`src/rtl/pc_gen.sv`:
```
// pc_gen: fetch-stage program-counter generator.
// Owns the PC register. Picks the next fetch address from reset, exception
// entry, eret return, and j/jr/branch redirects. A one-entry buffer holds a
// redirect that resolves in D while fetch is stalled. The block also flags
// fetch address errors against the instruction-memory window.
module pc_gen #(
  parameter logic [31:0] RESET_PC = 32'h0000_3000,
  parameter logic [31:0] EXC_PC   = 32'h0000_4180,
  parameter logic [31:0] IM_BASE  = 32'h0000_3000,
  parameter int unsigned IM_WORDS = 4096
) (
  input  logic        clk,
  input  logic        reset,
  input  logic        f_stall,
  input  logic [31:0] pc_d,
  input  logic        br_taken,
  input  logic [31:0] br_off,
  input  logic        j_en,
  input  logic [25:0] imm26,
  input  logic        jr_en,
  input  logic [31:0] jr_target,
  input  logic        exc_req,
  input  logic        eret_req,
  input  logic [31:0] epc,
  output logic [31:0] pc,
  output logic        fetch_adel,
  output logic        redir_pending
);

  // The upper bound is one past the last legal byte. It is held in 33 bits
  // so a window that ends exactly at 4 GiB does not wrap to zero.
  localparam logic [32:0] IM_LIMIT = {1'b0, IM_BASE} + (33'(IM_WORDS) << 2);

  logic [31:0] pc_reg, pc_next;
  logic [31:0] buf_target_reg, buf_target_next;
  logic        buf_valid_reg, buf_valid_next;

  logic [31:0] pd4;
  logic [31:0] br_target;
  logic [31:0] live_target;
  logic        redir_live;

  assign pd4       = pc_d + 32'd4;
  assign br_target = pd4 + {br_off[29:0], 2'b00};

  // Live redirect target from D. Jumps take priority over jr, and jr over
  // branches.
  always_comb begin
    live_target = br_target;
    if (j_en) begin
      live_target = {pd4[31:28], imm26, 2'b00};
    end else if (jr_en) begin
      live_target = jr_target;
    end
    redir_live = j_en | jr_en | br_taken;
  end

  // Next-state selection. Exception and eret override a stall. A stall holds
  // the PC and may park one redirect. A parked redirect is consumed before
  // any live one.
  always_comb begin
    pc_next         = pc_reg;
    buf_target_next = buf_target_reg;
    buf_valid_next  = buf_valid_reg;
    if (exc_req) begin
      pc_next        = EXC_PC;
      buf_valid_next = 1'b0;
    end else if (eret_req) begin
      pc_next        = epc;
      buf_valid_next = 1'b0;
    end else if (f_stall) begin
      if (redir_live && !buf_valid_reg) begin
        buf_target_next = live_target;
        buf_valid_next  = 1'b1;
      end
    end else if (buf_valid_reg) begin
      pc_next        = buf_target_reg;
      buf_valid_next = 1'b0;
    end else if (redir_live) begin
      pc_next = live_target;
    end else begin
      pc_next = pc_reg + 32'd4;
    end
  end

  // State registers. Reset wins over everything and drops the buffer.
  always_ff @(posedge clk) begin
    if (reset) begin
      pc_reg         <= RESET_PC;
      buf_target_reg <= 32'd0;
      buf_valid_reg  <= 1'b0;
    end else begin
      pc_reg         <= pc_next;
      buf_target_reg <= buf_target_next;
      buf_valid_reg  <= buf_valid_next;
    end
  end

  // The address-error flag is a pure function of the current PC. It covers
  // misalignment and addresses outside the window.
  always_comb begin
    fetch_adel = (pc_reg[1:0] != 2'b00) ||
                 (pc_reg < IM_BASE) ||
                 ({1'b0, pc_reg} >= IM_LIMIT);
  end

  assign pc            = pc_reg;
  assign redir_pending = buf_valid_reg;

endmodule

```
`config.mk`:
```
export PLATFORM = sky130hd
export DESIGN_NAME = pc_gen
export DESIGN_NICKNAME = d
export VERILOG_FILES = /design/src/rtl/pc_gen.sv
export SDC_FILE = /design/constraint.sdc
export NUM_CORES = 1
export LEC_CHECK = 0
export CORE_MARGIN = 2
export CORE_UTILIZATION = 30
export DETAILED_ROUTE_END_ITERATION = 8
export PLACE_DENSITY = 0.63
export SYNTH_ARGS = -nofsm -noshare
export SYNTH_HDL_FRONTEND = slang
export SYNTH_SLANG_ARGS = --single-unit
export TNS_END_PERCENT = 30
```
`constraint.sdc`:
```
create_clock -name clk -period 4.9 [get_ports clk]
set_input_delay 0.735 -clock clk [delete_from_list [all_inputs] [get_ports clk]]
set_output_delay 0.735 -clock clk [all_outputs]
set_load 0.01 [all_outputs]
```
Yosys cells after proc, flatten, opt, wreduce, memory -nomap -nowiden --
Cells that the tools add are included.
Word-level totals: memory bits (read-only) 0, memories kept 0, input bits 162, bits in writable memories 0, bits in latches 0, flip-flop bits (word level) 65
Operators by class: bitwise operators 5, div/mod/pow operators 0, muxes and demuxes 7, add/sub/neg operators 3, magnitude comparators 2, equal/unequal tests 2, shifts and indexed selects 0, reductions and logical operators 8, multipliers 0
Operators with widths (count):
- $mux 32 | 6
- $add 32x3->32 const B | 2
- $add 32x32->32 | 1
- $ge 32x15->1 const B | 1
- $lt 32x14->1 const B | 1
- $mux 15 | 1
- $reduce_and 4->1 | 1
- $reduce_or 4->1 | 1
- $ne 3x1->1 const B | 1
- $not 1->1 | 3
- $logic_or 1x1->1 | 2
- $ne 2x1->1 const B | 1
- $or 1x1->1 | 2
- $reduce_bool 2->1 | 1
- $reduce_or 2->1 | 1
- $logic_and 1x1->1 | 1
- $logic_not 1->1 | 1

Logic depth before layout (Yosys ltp) --
depth in word-level cells 9, depth in mapped cells 17

Least setup slack after synthesis --
OpenSTA, ideal clock, no wires.
path type input -> register, start input port pc_d[5], end register pc_reg[26] (netlist: pc[26]), arrival 3.483 ns, cell stages on the path 16, path slack 1.284 ns, library setup time 0.132 ns, buffers on the path 2, cells stage by stage and4_1 -> buf_2 -> and3_1 -> nand3_1 -> xnor2_1 -> ha_1 -> clkbuf_1 -> nand3_1 -> o21bai_1 -> and2_1 -> o221a_2 -> o311a_1 -> o311ai_1 -> nor2_1 -> a221oi_1 -> o32ai_1
Between the ends: word-level cells in the longest chain between the ends 8
RTL lines:
- from (decl) | RTL line 15 | input logic [31:0] pc_d,
- $add 32x3->32 | RTL line 43 | assign pd4 = pc_d + 32'd4;
- $add 32x32->32 | RTL line 44 | assign br_target = pd4 + {br_off[29:0], 2'b00};
- $mux 32 | RTL line 52 | end else if (jr_en) begin
- $mux 32 | RTL line 50 | if (j_en) begin
- $mux 32 | RTL line 79 | end else if (redir_live) begin
- $mux 32 | RTL line 76 | end else if (buf_valid_reg) begin
- $mux 32 | RTL line 71 | end else if (f_stall) begin
- $mux 32 | RTL line 68 | end else if (eret_req) begin
- to (signal assigned) | RTL line 93 | pc_reg <= pc_next;
- to (decl) | RTL line 34 | logic [31:0] pc_reg, pc_next;
Every way passes these cells. The select of a mux whose other input is x is not followed. A chain may end at the register's enable or synchronous reset.

Worst setup path after layout --
start input port pc_d[2], end register pc_reg[21] (netlist: pc[21])
Same word-level chain as after synthesis.

==> results_dict.tcl <==
set metrics [dict create \
    synth_commonest_cells "nand2_1 (132), a21oi_1 (94), nor2_1 (79)" \
    irDropWorstVdd_uv 149.3 \
    cts-root-buf "clkbuf_16" \
    vias 7728 \
    num-nets-final 1315 \
    largest_reg_flops 32 \
    dieWidth_microns 152.6 \
    outcome "complete, no violations" \
    synth_top_area_cell "dfxtp_1" \
    grt_max_degree 50 \
    switching_share 0.3360 \
    grt_setup_unrepaired "no" \
    wire_per_inst_microns 18.53 \
    antenna_found_initial 1 \
    pwr_density_cell_nw_per_um2 205.0 \
    seqPwrFrac 0.316 \
    synth.avg_cell_area_sq_um 7.007 \
    slew_violations 0 \
    htree_levels 3 \
    clk_pin_slew_ns 0.05 \
    post_synth_num_cell_types 71 \
    synth_area_leaders "dfxtp_1 (20%), nand2_1 (7.5%), a21oi_1 (7.1%), ha_1 (6.8%), xnor2_1 (5.8%)" \
    start_util 0.3043 \
    cts_setup_buffers 0 \
    crit_path_top_delay_cell "clkdlybuf4s50_1" \
    worstPathArrival_ns 4.60 \
    cts_made_buffers 9 \
    hold_path_class "reg2reg" \
    endpoint_kind "flop" \
    path_buf_inv 2 \
    ys.flop_type "dfxtp_1" \
    synth.top_cell.area_share 0.1965 \
    port_buffers 193 \
    post-route-period-util 0.8963 \
    core_sq_um 21760 \
    yosysMostFrequentCell "nand2_1" \
    slowest_delay_ns 0.64 \
    clkLatencyLatePin_ns 0.34 \
    critPathMostFrequentCell "a21o_1" \
    drv_cap 0 \
    via_per_inst 5.512 \
    total_power_mw 1.870 \
    finalHoldViolations 0 \
    switchingPower_mw 0.6282 \
    rows 54 \
    drc 0 \
    grt.overflow.total 0 \
    drive_gt1_frac 0.04554 \
    startpoint "pc_d[2]" \
    drt_iter0_markers 665 \
    startpoint_type "input port" \
    worstReg2RegEnd "pc[30]$_SDFFE_PP0P_" \
    dieArea_sq_um 23280 \
    post_dp_cell_area_sq_um 8857 \
    yosys_warnings 0 \
    crit_cells 16 \
    final.setup_skew_ns 0.004747 \
    postRouteAntennaNets 0 \
    clkPwrFrac 0.311 \
    synthCells 945 \
    gp_congestion 0.9011 \
    tritoncts "done" \
    syn_area_sq_um 6621 \
    tightestPinTransition_ns 0.7497 \
    p_comb_frac 0.373 \
    worstPathRequired_ns 5.10 \
    synth_edf_count 0 \
    cts_resized 0 \
    path_max_fanout 8 \
    cts_sinks 65 \
    worstSetupPathType "in2reg" \
    relSlewSlack 0.4975 \
    fin_area_sq_um 9120 \
    clockBufferDepth 2 \
    synthArstFlopShare 0 \
    area_delta_synth_final_pct 37.74 \
    yosysSeqAreaShare 0.1965 \
    setup_viol 0 \
    hold_buffers 0 \
    io_pins 196 \
    r2r_slack_ns 2.00 \
    dpl.hpwl_mm 20.07 \
    timing.rr.start "pc[2]$_SDFFE_PP0P_" \
    grt_use_total 0.2142 \
    crit_chain "clkdlybuf4s50_1 -> ha_1 -> and3_1 -> nand4_1 -> xnor2_1 -> ha_1 -> a21o_1 -> a21o_1 -> a21o_1 -> nor2b_1 -> a211oi_1 -> xnor2_1 -> a222oi_1 -> buf_4 -> o2111a_1 -> nor4_1" \
    finalCriticalPeriod_ns 4.392 \
    reg2regPathDepth 9 \
    intPower_mw 1.241 \
    grt_pass1_vias 7264 \
    leakagePower_nw 3.430 \
    synth_seq_cells 65 \
    firstDrtPassIters 6 \
    fin_setup_tns_ns 0 \
    max_freq_mhz 227.7 \
    drt-total-wl_mm 25.98 \
    hold_depth 2 \
    grt_pass1_wl_mm 39.90 \
    syn_nets 1144 \
    cp-endpoint "pc[21]$_SDFFE_PP0P_" \
    cp_top_family "compound AO/OA/AOI/OAI gates" \
    die_y_microns 152.6 \
]
cells in the final DEF, fill, tap and decap left out, types with 5 or more instances in the layout:
cell             count
a221oi_1             8
nand4_1             29
and4_1               7
nand2_1            132
nor2b_1              8
a31oi_1             11
nor4_1               9
dfxtp_1             65
o211ai_1            24
o31ai_1              5
o21ai_0             46
inv_1               25
and2_1               5
a21o_1              21
ha_1                36
clkdlybuf4s50_1    192
o21bai_1             6
o22ai_1             14
clkbuf_1             5
or3_1                6
nand3_1             36
nand2b_1            11
nor3_1              20
mux2i_1              9
xnor2_1             44
a21oi_1             94
o221ai_1            13
xor2_1              26
buf_4               23
and3_1              20
o21a_1               5
clkbuf_16            9
nor2_1              79
a211oi_1            16
metrics by stage:
step	cells	setup slack (ns)	utilization	hold WS, ns
detailed placement	1385	0.2450	0.4071	0.4421
global route	1400	0.2965	0.4190	0.4691
finish	1402	0.5082	0.4192	0.4481
global placement	1385	0.2746	0.4071	0.4378
floorplan	945	1.284	-	0.4275
CTS	1400	0.5689	0.4190	0.4493
kinds of logic (layout without fill, tap and decap cells):
logic type	count (synthesis)	count (layout)	synth area share
compound gates	302	302	0.2980
other cells	0	2	0
fa+ha+maj	37	37	0.07105
buf+inv	82	257	0.04781
xor+xnor	70	70	0.09259
simple gates	377	377	0.2753
mux	12	12	0.01871
flops	65	65	0.1965
worst min path at each step:
stage	startpoint	endpoint	slack, ns
after floorplan	buf_target_reg[22]$_SDFFE_PP0P_	buf_target_reg[22]$_SDFFE_PP0P_	0.43
after global placement	buf_target_reg[18]$_SDFFE_PP0P_	buf_target_reg[18]$_SDFFE_PP0P_	0.44
after detailed placement	buf_target_reg[18]$_SDFFE_PP0P_	buf_target_reg[18]$_SDFFE_PP0P_	0.44
after CTS	buf_target_reg[18]$_SDFFE_PP0P_	buf_target_reg[18]$_SDFFE_PP0P_	0.45
after global routing	buf_target_reg[11]$_SDFFE_PP0P_	buf_target_reg[11]$_SDFFE_PP0P_	0.47
final	buf_target_reg[22]$_SDFFE_PP0P_	buf_target_reg[22]$_SDFFE_PP0P_	0.45
worst reg2reg max path, stage by stage (launching register included):
cell and delay (ns):
dfxtp_1 0.43, ha_1 0.23, nand3_1 0.23, or3_1 0.55, nor3_1 0.47, nand4_1 0.18
xor2_1 0.23, o22ai_1 0.12, a311oi_1 0.28, nor2_1 0.07
power groups by stage:
stage	clock network [mW]	logic [mW]	registers (mW)
floorplan	0	0.375	0.597
global placement	0	0.685	0.599
detailed placement	0	0.688	0.600
CTS	0.587	0.692	0.589
global route	0.607	0.762	0.594
finish	0.581	0.698	0.590
layout make-up:
type / instances / area [sq um]
timing repair buffer: 216 / 2100
tap: 280 / 350.3
inverter: 26 / 97.59
multi-input combinational: 798 / 5009
antenna: 2 / 5.005
sequential: 65 / 1301
clock buffer: 15 / 257.7
fill: 2250 / 12640
layer usage:
metal | global-route usage | routed length (microns)
met4 | 0.07143 | 634
met2 | 0.3263 | 11080
met5 | 0 | 0
met3 | 0.04892 | 2279
met1 | 0.2982 | 11990
No activity file was read; power rests on OpenSTA's default activity.
